File: src/rtl/taxel_aer_pkg.sv
// taxel_aer_pkg: shared types and helpers for the taxel AER readout.
// FSM states, default geometry and the round-robin first-set search.
package taxel_aer_pkg;

  localparam int DEF_ROWS   = 8;
  localparam int DEF_COLS   = 8;
  localparam int DEF_SETTLE = 2;
  localparam int MAXN       = 64;

  typedef enum logic [2:0] {
    IDLE,
    ROW_ACK,
    COL_SEL,
    EMIT,
    CLEAR,
    HOLD,
    ROW_DONE
  } state_t;

  // First set bit of req[n-1:0] at or after ptr, wrapping to 0.
  function automatic int unsigned rr_first(
    input logic [MAXN-1:0] req,
    input int unsigned     ptr,
    input int unsigned     n
  );
    int unsigned idx;
    logic        found;
    rr_first = 0;
    found    = 1'b0;
    for (int unsigned i = 0; i < MAXN; i++) begin
      idx = ptr + i;
      if (idx >= n) idx = idx - n;
      if (i < n && !found && req[idx[5:0]]) begin
        rr_first = idx;
        found    = 1'b1;
      end
    end
  endfunction

endpackage

File: src/rtl/taxel_aer_sync.sv
// taxel_aer_sync: multi-bit flop synchroniser for async latch outputs.
// STAGES flops deep, synchronous active-high reset.
module taxel_aer_sync #(
  parameter int W      = 64,
  parameter int STAGES = 2
) (
  input  logic         clk,
  input  logic         rst,
  input  logic [W-1:0] d,
  output logic [W-1:0] q
);

  logic [W-1:0] stg [STAGES];

  // shift the sampled vector through the flop chain
  always_ff @(posedge clk) begin
    if (rst) begin
      for (int i = 0; i < STAGES; i++) stg[i] <= '0;
    end else begin
      stg[0] <= d;
      for (int i = 1; i < STAGES; i++) stg[i] <= stg[i-1];
    end
  end

  assign q = stg[STAGES-1];

endmodule

File: src/rtl/taxel_aer_readout.sv
// taxel_aer_readout: row-scanned AER serialiser for OFF-channel taxels.
// Optional TAXEL_AER_TIMESTAMP_EN adds a per-row timestamp on ev_ts.
module taxel_aer_readout
  import taxel_aer_pkg::*;
#(
  parameter int ROWS        = DEF_ROWS,
  parameter int COLS        = DEF_COLS,
  parameter int RW          = $clog2(ROWS),
  parameter int CW          = $clog2(COLS),
  parameter int SYNC_STAGES = 2,
  parameter int SETTLE      = DEF_SETTLE
`ifdef TAXEL_AER_TIMESTAMP_EN
  ,
  parameter int TSW         = 16
`endif
) (
  input  logic                 clk,
  input  logic                 rst,
  input  logic [ROWS*COLS-1:0] q_latch,
  output logic [ROWS-1:0]      acky,
  output logic [COLS-1:0]      ackx_pulse,
  output logic                 ev_valid,
  input  logic                 ev_ready,
  output logic [RW-1:0]        ev_row,
  output logic [CW-1:0]        ev_col,
`ifdef TAXEL_AER_TIMESTAMP_EN
  output logic [TSW-1:0]       ev_ts,
`endif
  output logic                 busy
);

  localparam int CNTW = (SETTLE > 1) ? $clog2(SETTLE) : 1;

  logic [ROWS*COLS-1:0] q_s;
  logic [ROWS-1:0]      row_any;
  logic [COLS-1:0]      cur_row;

  state_t          state_q, state_d;
  logic [RW-1:0]   sel_row_q, sel_row_d;
  logic [RW-1:0]   rr_ptr_q, rr_ptr_d;
  logic [CW-1:0]   sel_col_q, sel_col_d;
  logic [COLS-1:0] col_pend_q, col_pend_d;
  logic [CNTW-1:0] cnt_q, cnt_d;
  logic [ROWS-1:0] acky_q, acky_d;
  logic [COLS-1:0] ackx_q, ackx_d;
  logic            ev_valid_q, ev_valid_d;
  logic [RW-1:0]   ev_row_q, ev_row_d;
  logic [CW-1:0]   ev_col_q, ev_col_d;
`ifdef TAXEL_AER_TIMESTAMP_EN
  logic [TSW-1:0]  ts_cnt_q, ev_ts_q, ev_ts_d;
`endif

  taxel_aer_sync #(
    .W      (ROWS*COLS),
    .STAGES (SYNC_STAGES)
  ) u_sync (
    .clk (clk),
    .rst (rst),
    .d   (q_latch),
    .q   (q_s)
  );

  // per-row request summary and the selected row's column bits
  always_comb begin
    row_any = '0;
    for (int r = 0; r < ROWS; r++) row_any[r] = |q_s[r*COLS +: COLS];
    cur_row = q_s[sel_row_q*COLS +: COLS];
  end

  // next-state and next-output logic
  always_comb begin
    state_d    = state_q;
    sel_row_d  = sel_row_q;
    rr_ptr_d   = rr_ptr_q;
    sel_col_d  = sel_col_q;
    col_pend_d = col_pend_q;
    cnt_d      = cnt_q;
    acky_d     = acky_q;
    ackx_d     = '0;
    ev_valid_d = ev_valid_q;
    ev_row_d   = ev_row_q;
    ev_col_d   = ev_col_q;
`ifdef TAXEL_AER_TIMESTAMP_EN
    ev_ts_d    = ev_ts_q;
`endif
    unique case (state_q)
      IDLE: begin
        if (|row_any) begin
          sel_row_d = RW'(rr_first(MAXN'(row_any),
                                   32'(rr_ptr_q), ROWS));
          acky_d    = '0;
          acky_d[sel_row_d] = 1'b1;
          cnt_d     = '0;
          state_d   = ROW_ACK;
        end
      end
      ROW_ACK: begin
        if (cnt_q == CNTW'(SETTLE-1)) begin
          col_pend_d = cur_row;
`ifdef TAXEL_AER_TIMESTAMP_EN
          ev_ts_d    = ts_cnt_q;
`endif
          if (|cur_row) begin
            state_d = COL_SEL;
          end else begin
            acky_d  = '0;
            state_d = ROW_DONE;
          end
        end else begin
          cnt_d = cnt_q + 1'b1;
        end
      end
      COL_SEL: begin
        sel_col_d  = CW'(rr_first(MAXN'(col_pend_q), 0, COLS));
        ev_row_d   = sel_row_q;
        ev_col_d   = sel_col_d;
        ev_valid_d = 1'b1;
        state_d    = EMIT;
      end
      EMIT: begin
        if (ev_ready) begin
          ev_valid_d        = 1'b0;
          ackx_d[sel_col_q] = 1'b1;
          state_d           = CLEAR;
        end
      end
      CLEAR: begin
        col_pend_d[sel_col_q] = 1'b0;
        cnt_d                 = '0;
        state_d               = HOLD;
      end
      HOLD: begin
        if (cnt_q == CNTW'(SETTLE-1)) begin
          if (|col_pend_q) begin
            state_d = COL_SEL;
          end else begin
            acky_d  = '0;
            state_d = ROW_DONE;
          end
        end else begin
          cnt_d = cnt_q + 1'b1;
        end
      end
      ROW_DONE: begin
        rr_ptr_d = (sel_row_q == RW'(ROWS-1)) ? '0 : sel_row_q + 1'b1;
        state_d  = IDLE;
      end
      default: state_d = IDLE;
    endcase
  end

  // state and registered outputs
  always_ff @(posedge clk) begin
    if (rst) begin
      state_q    <= IDLE;
      sel_row_q  <= '0;
      rr_ptr_q   <= '0;
      sel_col_q  <= '0;
      col_pend_q <= '0;
      cnt_q      <= '0;
      acky_q     <= '0;
      ackx_q     <= '0;
      ev_valid_q <= 1'b0;
      ev_row_q   <= '0;
      ev_col_q   <= '0;
    end else begin
      state_q    <= state_d;
      sel_row_q  <= sel_row_d;
      rr_ptr_q   <= rr_ptr_d;
      sel_col_q  <= sel_col_d;
      col_pend_q <= col_pend_d;
      cnt_q      <= cnt_d;
      acky_q     <= acky_d;
      ackx_q     <= ackx_d;
      ev_valid_q <= ev_valid_d;
      ev_row_q   <= ev_row_d;
      ev_col_q   <= ev_col_d;
    end
  end

`ifdef TAXEL_AER_TIMESTAMP_EN
  // free-running timestamp and per-row captured value
  always_ff @(posedge clk) begin
    if (rst) begin
      ts_cnt_q <= '0;
      ev_ts_q  <= '0;
    end else begin
      ts_cnt_q <= ts_cnt_q + 1'b1;
      ev_ts_q  <= ev_ts_d;
    end
  end

  assign ev_ts = ev_ts_q;
`endif

  assign acky       = acky_q;
  assign ackx_pulse = ackx_q;
  assign ev_valid   = ev_valid_q;
  assign ev_row     = ev_row_q;
  assign ev_col     = ev_col_q;
  assign busy       = (state_q != IDLE);

endmodule

File: config.mk
export PLATFORM = sky130hd
export DESIGN_NAME = taxel_aer_readout
export DESIGN_NICKNAME = d
export VERILOG_FILES = /design/src/rtl/taxel_aer_pkg.sv /design/src/rtl/taxel_aer_sync.sv /design/src/rtl/taxel_aer_readout.sv
export SDC_FILE = /design/constraint.sdc
export NUM_CORES = 1
export LEC_CHECK = 0
export ABC_CLOCK_PERIOD_IN_PS = 6100
export CORE_ASPECT_RATIO = 0.5
export CORE_MARGIN = 8
export CORE_UTILIZATION = 55
export DETAILED_ROUTE_END_ITERATION = 16
export GPL_ROUTABILITY_DRIVEN = 0
export PLACE_DENSITY = 0.79
export SETUP_SLACK_MARGIN = 0.5
export SLEW_MARGIN = 10
export SYNTH_ARGS = -nofsm -noshare
export SYNTH_HDL_FRONTEND = slang
export SYNTH_SLANG_ARGS = --single-unit
export TNS_END_PERCENT = 30
File: constraint.sdc
create_clock -name clk -period 6.1 [get_ports clk]
set_input_delay 0.915 -clock clk [delete_from_list [all_inputs] [get_ports clk]]
set_output_delay 0.915 -clock clk [all_outputs]
set_load 0.02 [all_outputs]
==> impl_metrics.yaml, run 1 <==
critical_path:
  slowest_delay_ns: 0.76
  critPathMaxFanout: 16
  crit_chain: "inv_1, ha_1, xor2_1, a2111oi_0, nor4_1, o21ai_1, nor4_4, a221oi_1, a211o_1, nor3b_4, a32o_1"
  critPathTopFamily: "compound AO/OA/AOI/OAI gates"
  worst-path-buf-inv: 1
  cp_slowest_cell: "dfxtp_1"
  critical_path_class: "register to register"
  crit_path_end_kind: "register"
  worst-endpoint-arrival_ns: 4.35
  required_ns: 6.42
  critPathLaunchType: "register"
cts:
  cts_resized: 0
  clkTransAtPathRegs_ns: 0.07
  numCtsBuffers: 17
  cts_root_buf: "clkbuf_16"
  cts.hold.buffers_added: 0
  cts_tree: "built"
  cts_sinks: 169
  htree_levels: 4
  post_cts_buffers: 0
  cts_buffer_depth: 2
  clock_latency_ns: 0.43
sta:
  finalCriticalPeriod_ns: 4.032
  finalSetupViolCount: 0
  finalHoldViolCount: 0
  max_freq_ghz: 0.2480
  worst_pin_slew_ns: 0.9628
  relSlewSlack_pct: 35.81
  rsz0062_at_grt: "false"
  slew_violations: 0
  clock-skew-final_ns: 0.008062
  finalSetupTns_ns: 0
  layout_setup_ws_ns: 2.068
  fin_crit_sh_pct: 66.10
synthesis:
  synth.avg_cell_area_um2: 10.30
  yosysSeqAreaShare_pct: 49.38
  synth_area_um2: 6852
  yosys_most_used_dff: "dfxtp_1"
  syn_inst: 665
  yosysWarnings: 0
  synth-edff-count: 0
  synthArstFlopShare_pct: 0
  ys_seq_elements: 169
  syn_nets: 738
  synth_cell_types: 53
outcome:
  status: "finished, final reports clean"
floorplan:
  die_area_um2: 16500
  ioPinCount: 91
  initial_core_util_pct: 57.18
  core_um2: 11980
  die_w_um: 173.8
  die_h_um: 94.92
  placementRows: 28
global_route:
  grt_max_degree: 108
  grt_use_total_pct: 19.05
  overflow: 0
  grt_pass1_vias: 5059
  antenna_found_initial: 0
  grt_pass1_wl_um: 25160
cells_and_area:
  antennaDiodeCount: 0
  syn_to_final_growth_pct: 22.83
  final_nets: 812
  mostFrequentLayoutCell: "dfxtp_1"
  final_cell_mix: "dfxtp_1, nor2b_1, clkdlybuf4s50_1"
  drive_above_1_share_pct: 11.44
power_and_ir_drop:
  power_mw: 2.521
  leakage_nw: 3.085
  ir_drop_mv: 0.2147
  power_density_nw_per_um2: 299.6
route:
  ant_nets: 0
  wl_um: 15600
  route.vias.total: 5175
  dr.pass1.iters: 8
  drtIter0Drc: 544
  viasPerCell: 5.643
  routedWlPerCell_um: 17.01
  drc: 0
placement:
  dp_hpwl_um: 11150
  numPortBuffers: 90
  place_ws_ns: 2.169
min_path:
  hold_path.class: "register to register"
flow_run:
  drv_cap: 0
metrics by stage:
step	utilization [%]	std cells	instance area [µm²]	hold WS [ns]
after floorplan	-	665	6852	0.4138
after global placement	65.34	885	7829	0.4233
after detailed placement	65.34	885	7829	0.4212
after CTS	70.24	917	8416	0.4337
after global routing	70.24	917	8416	0.4461
final	70.24	917	8416	0.4350
area by class of cell:
type                            count  area, µm²
Tap cell                          165      206.4
Timing Repair Buffer               93      920.9
Clock buffer                       18      429.2
Inverter                            9      33.78
Multi-Input combinational cell    449       3284
Clock inverter                     14      157.7
Sequential cell                   169       3383
Fill cell                         896       3566
layer usage:
layer  vias to the layer above  global-route usage, %  share of wire (%)
li1                       2489                      -                  -
met1                      2390                  24.26                 46
met2                       253                  29.17                 43
met3                        43                  6.252                8.9
met4                         0                  9.258                2.3
met5                         -                      0                  0
synthesized netlist by cell type (2+ instances only):
cell         n  share of area [%]
a32o_1       9                1.3
o32a_1       2               0.29
mux2_2       3               0.49
nor2_1      40                2.2
a2111oi_0    2               0.26
a21oi_1     30                2.2
nor4_2      13                2.4
nor2b_1    136                 12
nor4_1       7               0.64
a211oi_1     4               0.44
buf_2        6               0.44
o311ai_0     2               0.26
and2_1       4               0.37
clkbuf_1    30                1.6
a21o_1       2               0.22
dfxtp_1    169                 49
o2bb2ai_1    2               0.26
nand2b_1    15                1.4
nand4_1      7               0.64
inv_1        9               0.49
mux2i_1     12                1.8
o221ai_1     2               0.26
o22ai_1      4               0.37
mux4_2      25                8.2
or4_1        3               0.33
nor3_2       3               0.44
nand3_1     16                1.2
o21a_1       5               0.55
o21ai_0     22                1.6
xor2_1       2               0.26
nand2_1     36                2.0
ha_1         6                1.1
a311oi_1     4               0.51
nor3_1      12               0.88
a221oi_1     2               0.26
buf_1        2               0.11
state kept, by name (all words and copies together) (netlist names):
register,count
ackx_pulse,8
acky,8
cnt_q,1
col_pend_q,8
ev_row,3
ev_valid,1
rr_ptr_q,3
sel_col_q,3
sel_row_q,3
state_q,3
u_sync.stg,128
where the power goes:
part / leakage [nW] / switching (mW) / internal (mW) / total (mW)
clock: 0.272 / 0.494 / 0.548 / 1.04
combinational: 1.42 / 0.140 / 0.148 / 0.288
sequential: 1.39 / 0.0392 / 1.15 / 1.19
cell families after synthesis:
| group | share of synthesized area, % |
|---|---|
| compound gates | 9.460 |
| xor+xnor | 0.3836 |
| fa+ha+maj | 1.096 |
| buf+inv | 2.684 |
| flops | 49.38 |
| mux | 10.68 |
| simple gates | 26.31 |
worst paths after layout:
| path | startpoint | endpoint | slack, ns | cells after the start |
|---|---|---|---|---|
| hold / removal | u_sync.stg[0][59] | u_sync.stg[0][123] | 0.43 | 1 |
| setup reg to reg | rr_ptr_q[1] | acky[6] | 2.07 | 11 |
| hold reg to reg | u_sync.stg[0][59] | u_sync.stg[0][123] | 0.43 | 1 |
| setup / recovery | rr_ptr_q[1] | acky[6] | 2.07 | 11 |
Note: power is estimated with default switching activity, not from simulation.
==> inputs of run 2 (changes only) <==
--- a/config.mk
+++ b/config.mk
@@ -5,7 +5,7 @@
 export SDC_FILE = /design/constraint.sdc
 export NUM_CORES = 1
 export LEC_CHECK = 0
-export ABC_CLOCK_PERIOD_IN_PS = 6100
+export ABC_CLOCK_PERIOD_IN_PS = 3800
 export CORE_ASPECT_RATIO = 0.5
 export CORE_MARGIN = 8
 export CORE_UTILIZATION = 55
==> constraint.sdc (replaced) <==
create_clock -name clk -period 3.8 [get_ports clk]
set_input_delay 0.57 -clock clk [delete_from_list [all_inputs] [get_ports clk]]
set_output_delay 0.57 -clock clk [all_outputs]
set_load 0.02 [all_outputs]
==> run 2 against run 1 <==
  * First-iteration DRC count shrank 20%
  * Non-clock buffer count rose by 9
  * Critical path type unchanged
  * Sequential share of layout area shrank 1.4 points
  * Clock skew rose by 0.0030 ns
  * Global-route usage grew 0.11 points
  * Cell count up 0.98%
  * Flip-flop and latch count is the same
  * Die area stayed put
  * Clock power is 66% higher
==> impl_metrics.yaml, run 2 (synthesis gave the netlist of run 1 again) <==
critical_path:
  slowest_delay_ns: 0.47
  critPathLaunchType: "register"
  worst-endpoint-arrival_ns: 3.47
  crit_chain: "inv_1, ha_2, nor2b_1, nand3_1, nand4_1, mux2i_1, and4bb_2, nor3_1, o2bb2ai_1, a21oi_1, a32o_1"
  critPathMaxFanout: 12
  cp_slowest_cell: "dfxtp_2"
  critical_path_class: "register to register"
  crit_path_end_kind: "register"
  required_ns: 4.11
floorplan:
  placementRows: 28
  die_w_um: 173.8
  core_um2: 11980
  ioPinCount: 91
  initial_core_util_pct: 57.18
  die_area_um2: 16500
  die_h_um: 94.92
placement:
  place_inst: 891
  place_ws_ns: 0.2864
  dp_hpwl_um: 11370
  numPortBuffers: 90
sta:
  max_freq_ghz: 0.3161
  worst_pin_slew_ns: 0.9464
  clock-skew-final_ns: 0.01103
  relSlewSlack_pct: 36.42
  finalCriticalPeriod_ns: 3.163
  finalSetupViolCount: 0
  timing.hold.ws_ns: 0.4345
  finalHoldViolCount: 0
  rsz0062_at_grt: "false"
  slew_violations: 0
  finalSetupTns_ns: 0
  fin_crit_sh_pct: 83.24
  layout_setup_ws_ns: 0.6367
cells_and_area:
  largest_reg_flops: 128
  fillCellCount: 830
  final_nets: 821
  fin_cells: 926
  mostFrequentLayoutCell: "dfxtp_1"
  final_cell_mix: "dfxtp_1, nor2b_1, clkdlybuf4s50_1"
  drive_above_1_share_pct: 14.32
  antennaDiodeCount: 0
  top_register: "u_sync.stg"
  syn_to_final_growth_pct: 27.25
outcome:
  status: "finished, final reports clean"
route:
  viasPerCell: 5.690
  drtIter0Drc: 434
  drc: 0
  route.vias.total: 5269
  dr.pass1.iters: 5
  ant_nets: 0
  wl_um: 16230
  routedWlPerCell_um: 17.53
global_route:
  grt_max_degree: 110
  overflow: 0
  grt_pass1_wl_um: 25450
  grt_pass1_vias: 4996
  grt_use_total_pct: 19.16
  antenna_found_initial: 0
cts:
  clock_latency_ns: 0.42
  cts_sinks: 169
  cts_tree: "built"
  htree_levels: 4
  numCtsBuffers: 17
  clkTransAtPathRegs_ns: 0.07
  cts.hold.buffers_added: 0
  cts_root_buf: "clkbuf_16"
  cts_buffer_depth: 2
power_and_ir_drop:
  leakage_nw: 3.209
  power_density_nw_per_um2: 475.3
  power_mw: 4.144
  ir_drop_mv: 0.2984
flow_run:
  drv_cap: 0
min_path:
  hold_path.class: "register to register"
## run 2: cell types whose count changed in the layout (fill, tap and decap cells not counted), moves of 2 or more
cell,previous run,this run
dfxtp_2,0,2
nor4_1,7,4
inv_8,4,2
dfxtp_1,169,167
buf_4,4,11
nor4_4,1,14
xor2_1,2,0
inv_6,1,4
nor4_2,13,3
a2111oi_0,2,0
clkinvlp_4,4,2
## run 2: layout make-up
type                    instances  area (µm²)  share of cell area, %
clock inverters                13       156.4                  1.794
flip-flops and latches        169        3386                  38.83
well taps                     165       206.4                  2.368
repair buffers                102        1005                  11.52
clock buffers                  19       442.9                  5.080
multi-input cells             449        3488                  40.01
inverters                       9       33.78                 0.3875
## run 2: final timing paths
path	slack (ns)	from	endpoint	cells after the start
max	0.64	rr_ptr_q[0]	acky[1]	11
min	0.43	u_sync.stg[0][55]	u_sync.stg[0][119]	1
max reg2reg	0.64	rr_ptr_q[0]	acky[1]	11
min reg2reg	0.43	u_sync.stg[0][55]	u_sync.stg[0][119]	1
## run 2: where the power goes
part           internal (mW)  switching, mW
combinational          0.260          0.231
sequential              1.85         0.0703
clock                  0.953          0.782
total                   3.06           1.08
## run 2: worst max-delay path, delay by kind of cell, from the launching register on
| family | cells | cell delay, ns |
|---|---|---|
| and+or+nand+nor | 5 | 0.92 |
| AOI/OAI and AO/OA | 3 | 0.65 |
| DFF | 1 | 0.47 |
| adders and majority gates | 1 | 0.46 |
| muxes | 1 | 0.46 |
| buffers and inverters | 1 | 0.10 |
## run 2: layer usage
layer	global-route usage (%)	up-vias	share of wire, %
met2	29.04	272	44
met4	7.350	0	2.1
met5	0	-	0
met1	25.82	2448	46
li1	-	2512	-
met3	5.416	37	8.0
## run 2: stage by stage
stage | util, % | area, µm²
6_report | 72.77 | 8718
5_1_grt | 72.77 | 8718
4_1_cts | 70.99 | 8506
3_5_place_dp | 65.91 | 7898
3_3_place_gp | 65.91 | 7898
2_1_floorplan | - | 6864
## run 2: repair_timing
item / CTS / global route
pin swaps: 0 / 2
setup endpoints to repair: 9 / 10
gates resized for setup: 3 / 27
buffers inserted: 0 / 3
